### config.mk
export PLATFORM = sky130hd
export DESIGN_NAME = mem_arbiter
export DESIGN_NICKNAME = d
export VERILOG_FILES = /design/src/rtl/mem_arb_pkg.sv /design/src/rtl/mem_arb_rr_pick.sv /design/src/rtl/mem_arbiter.sv
export SDC_FILE = /design/constraint.sdc
export NUM_CORES = 1
export LEC_CHECK = 0
export ABC_CLOCK_PERIOD_IN_PS = 1900
export BUFFER_PORTS_ARGS = -buffer_cell sky130_fd_sc_hd__buf_2
export CAP_MARGIN = 15
export CORE_AREA = 2 2 201 203
export CTS_BUF_LIST = sky130_fd_sc_hd__clkbuf_16
export CTS_CLUSTER_DIAMETER = 30
export CTS_CLUSTER_SIZE = 30
export DETAILED_ROUTE_END_ITERATION = 7
export DIE_AREA = 0 0 203 205
export GPL_ROUTABILITY_DRIVEN = 0
export PLACE_DENSITY = 0.44
export SYNTH_ARGS = -nofsm -noshare
export SYNTH_HDL_FRONTEND = slang
export SYNTH_SLANG_ARGS = --single-unit
### constraint.sdc
create_clock -name clk -period 1.9 [get_ports clk]
set_clock_uncertainty 0.15 [all_clocks]
set_input_delay 0.285 -clock clk [delete_from_list [all_inputs] [get_ports clk]]
set_output_delay 0.285 -clock clk [all_outputs]
set_load 0.005 [all_outputs]
### src/rtl/mem_arb_pkg.sv
// Shared types and constants for the two-port memory arbiter.
package mem_arb_pkg;

  typedef enum logic {
    IDLE = 1'b0,
    WAIT = 1'b1
  } state_e;

  localparam logic PORT_INSTR = 1'b0;
  localparam logic PORT_DATA  = 1'b1;
  localparam int   CNT_W      = 4;

  function automatic logic [1:0] port_onehot(input logic idx);
    return 2'b01 << idx;
  endfunction

endpackage

### src/rtl/mem_arb_rr_pick.sv
// Two-requester winner selection: a lone requester wins, a tie goes to the port that did not win last.
module mem_arb_rr_pick
  import mem_arb_pkg::*;
(
  input  logic [1:0] req,
  input  logic       last,
  output logic       winner,
  output logic       valid
);

  assign valid  = |req;
  assign winner = (req == 2'b11) ? ~last : req[PORT_DATA];

endmodule

### src/rtl/mem_arbiter.sv
// Two-port (instruction/data) arbiter in front of a fixed-latency memory.
// Define MEM_ARB_FIXED_PRIO_EN to give the data port fixed priority on ties instead of round-robin.
module mem_arbiter
  import mem_arb_pkg::*;
#(
  parameter int MEM_LAT = 2
) (
  input  logic        clk,
  input  logic        rst,
  input  logic [1:0]  req,
  input  logic [63:0] addr0,
  input  logic [63:0] addr1,
  input  logic [1:0]  wr,
  input  logic [63:0] wdata0,
  input  logic [63:0] wdata1,
  output logic [1:0]  gnt,
  output logic [1:0]  rvalid,
  output logic [63:0] rdata,
  output logic [63:0] mem_addr,
  output logic        mem_wr,
  output logic [63:0] mem_wdata,
  input  logic [63:0] mem_rdata
);

  state_e           state_q, state_d;
  logic [CNT_W-1:0] cnt_q, cnt_d;
  logic             owner_q, owner_d;
  logic             acc_wr_q, acc_wr_d;
  logic [1:0]       gnt_q, gnt_d;
  logic [1:0]       rvalid_q, rvalid_d;
  logic [63:0]      rdata_q, rdata_d;
  logic [63:0]      mem_addr_q, mem_addr_d;
  logic [63:0]      mem_wdata_q, mem_wdata_d;
  logic             mem_wr_q, mem_wr_d;

  logic last;
  logic pick_winner;
  logic pick_valid;
  logic take;

  assign take = (state_q == IDLE) && pick_valid;

  mem_arb_rr_pick u_pick (
    .req    (req),
    .last   (last),
    .winner (pick_winner),
    .valid  (pick_valid)
  );

`ifdef MEM_ARB_FIXED_PRIO_EN
  // Pretending the instruction port always won last makes every tie go to data.
  assign last = PORT_INSTR;
`else
  logic last_q;

  always_ff @(posedge clk or negedge rst) begin
    if (!rst)      last_q <= PORT_DATA;
    else if (take) last_q <= pick_winner;
  end

  assign last = last_q;
`endif

  always_comb begin
    // NOTE: every _d gets a default before the case so no path can infer a latch.
    state_d     = state_q;
    cnt_d       = cnt_q;
    owner_d     = owner_q;
    acc_wr_d    = acc_wr_q;
    gnt_d       = 2'b00;
    rvalid_d    = 2'b00;
    rdata_d     = rdata_q;
    mem_addr_d  = mem_addr_q;
    mem_wdata_d = mem_wdata_q;
    mem_wr_d    = 1'b0;

    unique case (state_q)
      IDLE: begin
        if (take) begin
          state_d     = WAIT;
          cnt_d       = CNT_W'(MEM_LAT);
          owner_d     = pick_winner;
          acc_wr_d    = wr[pick_winner];
          gnt_d       = port_onehot(pick_winner);
          mem_addr_d  = pick_winner ? addr1 : addr0;
          mem_wdata_d = pick_winner ? wdata1 : wdata0;
          mem_wr_d    = wr[pick_winner];
        end
      end
      WAIT: begin
        cnt_d = cnt_q - 1'b1;
        if (cnt_q == CNT_W'(1)) begin
          state_d  = IDLE;
          rvalid_d = port_onehot(owner_q);
          if (!acc_wr_q) rdata_d = mem_rdata;
        end
      end
      default: state_d = IDLE;
    endcase
  end

  always_ff @(posedge clk or negedge rst) begin
    if (!rst) begin
      state_q     <= IDLE;
      cnt_q       <= '0;
      owner_q     <= PORT_INSTR;
      acc_wr_q    <= 1'b0;
      gnt_q       <= 2'b00;
      rvalid_q    <= 2'b00;
      rdata_q     <= '0;
      mem_addr_q  <= '0;
      mem_wdata_q <= '0;
      mem_wr_q    <= 1'b0;
    end else begin
      // NOTE: non-blocking assignments so every register samples pre-edge values.
      state_q     <= state_d;
      cnt_q       <= cnt_d;
      owner_q     <= owner_d;
      acc_wr_q    <= acc_wr_d;
      gnt_q       <= gnt_d;
      rvalid_q    <= rvalid_d;
      rdata_q     <= rdata_d;
      mem_addr_q  <= mem_addr_d;
      mem_wdata_q <= mem_wdata_d;
      mem_wr_q    <= mem_wr_d;
    end
  end

  assign gnt       = gnt_q;
  assign rvalid    = rvalid_q;
  assign rdata     = rdata_q;
  assign mem_addr  = mem_addr_q;
  assign mem_wdata = mem_wdata_q;
  assign mem_wr    = mem_wr_q;

endmodule

==> out/qor.yml <==
status: "finished clean"
r2r_start: "state_q$_DFF_PN0_"
maxCapViolCount: 0
clkLatencyLatePin_ns: 0.58
crit_required_ns: 2.20
design.portCount: 523
p_int_w: 0.0178
clock_sinks: 205
fin_crit_ns: 1.85
p_per_area_nw_per_um2: 1480
cts_buffer_depth: 3
syn-cell-area_um2: 8410
vdd_drop_max_uv: 620
die_w_um: 203
syn_nets: 935
start_util_pct: 21.4
cts_buffers: 56
power_frac_clock_pct: 36.4
holdWs_ns: 0.0831
hold_viol_final: 0
first_global_vias: 9835
synth_seq_cells: 205
wl_um: 35800
drc: 0
setup_viol: 0
slew_violations: 0
arrival_ns: 2.15
synth_area_per_cell_um2: 13.9
finalSetupTns_ns: 0
r2r-end: "mem_addr[2]$_DFFE_PN0P_"
swShare_pct: 29.7
track_usage_pct: 16.5
fmax_mhz: 542
yosysWarnings: 0
start_kind: "flop"
clk_pin_slew_ns: 0.04
grt_pass1_wl_um: 54100
final_util_pct: 43.4
coreArea_um2: 39400
vias: 8937
tightest_slew_ns: 0.393
worst-path-max-fanout: 69
gr-total-overflow: 0
switchingPower_w: 0.00751
p_comb_share_pct: 33.9
fin_crit_sh_pct: 97.1
die_area_um2: 41600
io_buffers: 522
rr_worst_depth: 5
htree_levels: 2
wire_per_inst_um: 17.3
sequentialPowerShare_pct: 29.7
p_leak_nw: 8.35
synthDistinctLibCells: 27
rrSetupSlack_ns: 0.05
cts_tree: "built"
placementRows: 73
cts-root-buf: "clkbuf_16"
nets: 1820
relSlewSlack_pct: 73.8
dpl.hpwl_um: 22200
antenna_found_initial: 1
area_delta_synth_final_pct: 103
stdcell_area_um2: 17100
synthCells: 607
drive_gt1_share_pct: 45.8
dr.pass1.iters: 5
postPlaceCellArea_um2: 11700
dieHeight_um: 205
hold_path.class: "in -> async"
rsz0062_at_grt: "true"
grt_max_degree: 71
end_kind: "flop"
ant_nets: 0
viasPerCell: 4.33
path_class: "reg -> reg"
initialDrtViolationCount: 519
crit_start: "state_q$_DFF_PN0_"
seq_area_frac_synth_pct: 61.0
how the worst max path moves through the flow:
stage | slack [ns] | end | depth (start not counted)
finish | 0.05 | mem_addr[2]$_DFFE_PN0P_ | 5
global route | -0.02 | rdata[4]$_DFFE_PN0P_ | 8
CTS | -0.002 | rdata[13]$_DFFE_PN0P_ | 7
detailed placement | -0.04 | rdata[12]$_DFFE_PN0P_ | 6
global placement | 0.005 | rdata[60]$_DFFE_PN0P_ | 6
floorplan | 0.004 | rdata[0]$_DFFE_PN0P_ | 6
critical path: stages (launching register included):
cell      delay (ns)
dfrtp_1         0.41
buf_4           0.19
o21bai_4        0.20
buf_12          0.18
and2_1          0.23
a221o_1         0.27
flip-flops by register name (all words and copies together) (netlist names):
| register | count |
|---|---|
| mem_wr | 1 |
| gnt | 2 |
| state_q | 1 |
| rvalid | 2 |
| rdata | 64 |
| owner_q | 1 |
| mem_addr | 64 |
| last | 1 |
| mem_wdata | 64 |
| cnt_q | 4 |
| acc_wr_q | 1 |
stage by stage:
stage,cells,total power [W],worst slack (ns)
floorplan,607,0.0115,0.00363
global placement,1623,0.0151,0.00476
detailed placement,1623,0.0152,-0.0351
CTS,2061,0.0255,-0.00189
global route,2063,0.0268,-0.0182
finish,2063,0.0253,0.0550
layout by cell type (no fill, tap or decap), types with 2 or more instances in the layout:
| cell type | n |
|---|---|
| a21o_1 | 2 |
| a221o_1 | 129 |
| and2_0 | 15 |
| and2_1 | 115 |
| buf_12 | 13 |
| buf_16 | 3 |
| buf_2 | 521 |
| buf_4 | 10 |
| buf_6 | 3 |
| bufinv_16 | 8 |
| clkbuf_16 | 56 |
| clkinv_1 | 13 |
| clkinv_16 | 2 |
| clkinv_2 | 8 |
| clkinvlp_4 | 5 |
| dfrtp_1 | 204 |
| dlygate4sd3_1 | 326 |
| inv_1 | 13 |
| mux2_2 | 63 |
| nand2_1 | 3 |
| nand3_1 | 2 |
| nor2_1 | 2 |
| nor3_1 | 2 |
| o21ai_0 | 3 |
power by group through the flow:
stage | sequential [W] | combinational, W | clock, W
CTS | 0.00750 | 0.00859 | 0.00942
floorplan | 0.00757 | 0.00394 | 0
finish | 0.00751 | 0.00858 | 0.00921
global placement | 0.00750 | 0.00761 | 0
detailed placement | 0.00747 | 0.00769 | 0
global route | 0.00779 | 0.00934 | 0.00968
area by class of cell:
cell class,count,area [µm²]
inverter,4,15.0
timing repair buffer,877,6340
fill,3691,22300
multi-input combinational,348,3060
clock inverter,47,480
tap,525,657
clock buffer,56,1400
sequential,205,5130
antenna,1,2.50
cells in the mapped netlist:
cell type	instances	share of area, %
o21bai_1	1	0.089
and2_1	115	8.6
and2_0	15	1.1
clkbuf_1	24	1.1
buf_4	1	0.089
a21o_1	2	0.18
dfstp_2	1	0.31
nor4_1	1	0.074
buf_2	18	1.1
o211a_1	1	0.12
nor2_2	1	0.074
nor2_1	2	0.089
nand4bb_1	1	0.13
nor3_1	2	0.12
dfrtp_1	204	61
a22o_1	1	0.10
or4b_2	1	0.12
nand2_1	3	0.13
buf_6	7	0.94
a211oi_2	1	0.15
inv_1	4	0.18
mux2_2	64	8.6
a21oi_1	1	0.059
a221o_1	129	15
o21ai_0	3	0.18
nand3_1	2	0.12
ha_1	2	0.30
timing repair:
item	4_1_cts	5_1_grt
pin swaps	1	1
hold endpoints to repair	402	0
gates resized for setup	8	4
hold buffers	326	0
buffers inserted	5	2
gates cloned	4	0
setup endpoints to repair	61	55
logic make-up (layout without fill, tap and decap cells):
kind of cell	after synthesis	after routing	synth area share, %
and+or+nand+nor	143	143	10.5
buffers and inverters	54	984	3.35
muxes	64	64	8.57
adders and majority gates	2	2	0.298
AOI/OAI and AO/OA	139	139	16.2
other	0	1	0
DFF	205	205	61.0
per-layer routing:
metal	vias up	wire length [µm]	global-route usage, %
li1	4088	-	-
met1	4333	14300	19.4
met2	433	17800	28.2
met3	83	2310	3.95
met4	0	1370	8.29
met5	-	0	0
Power figures use the tool's default switching activity.
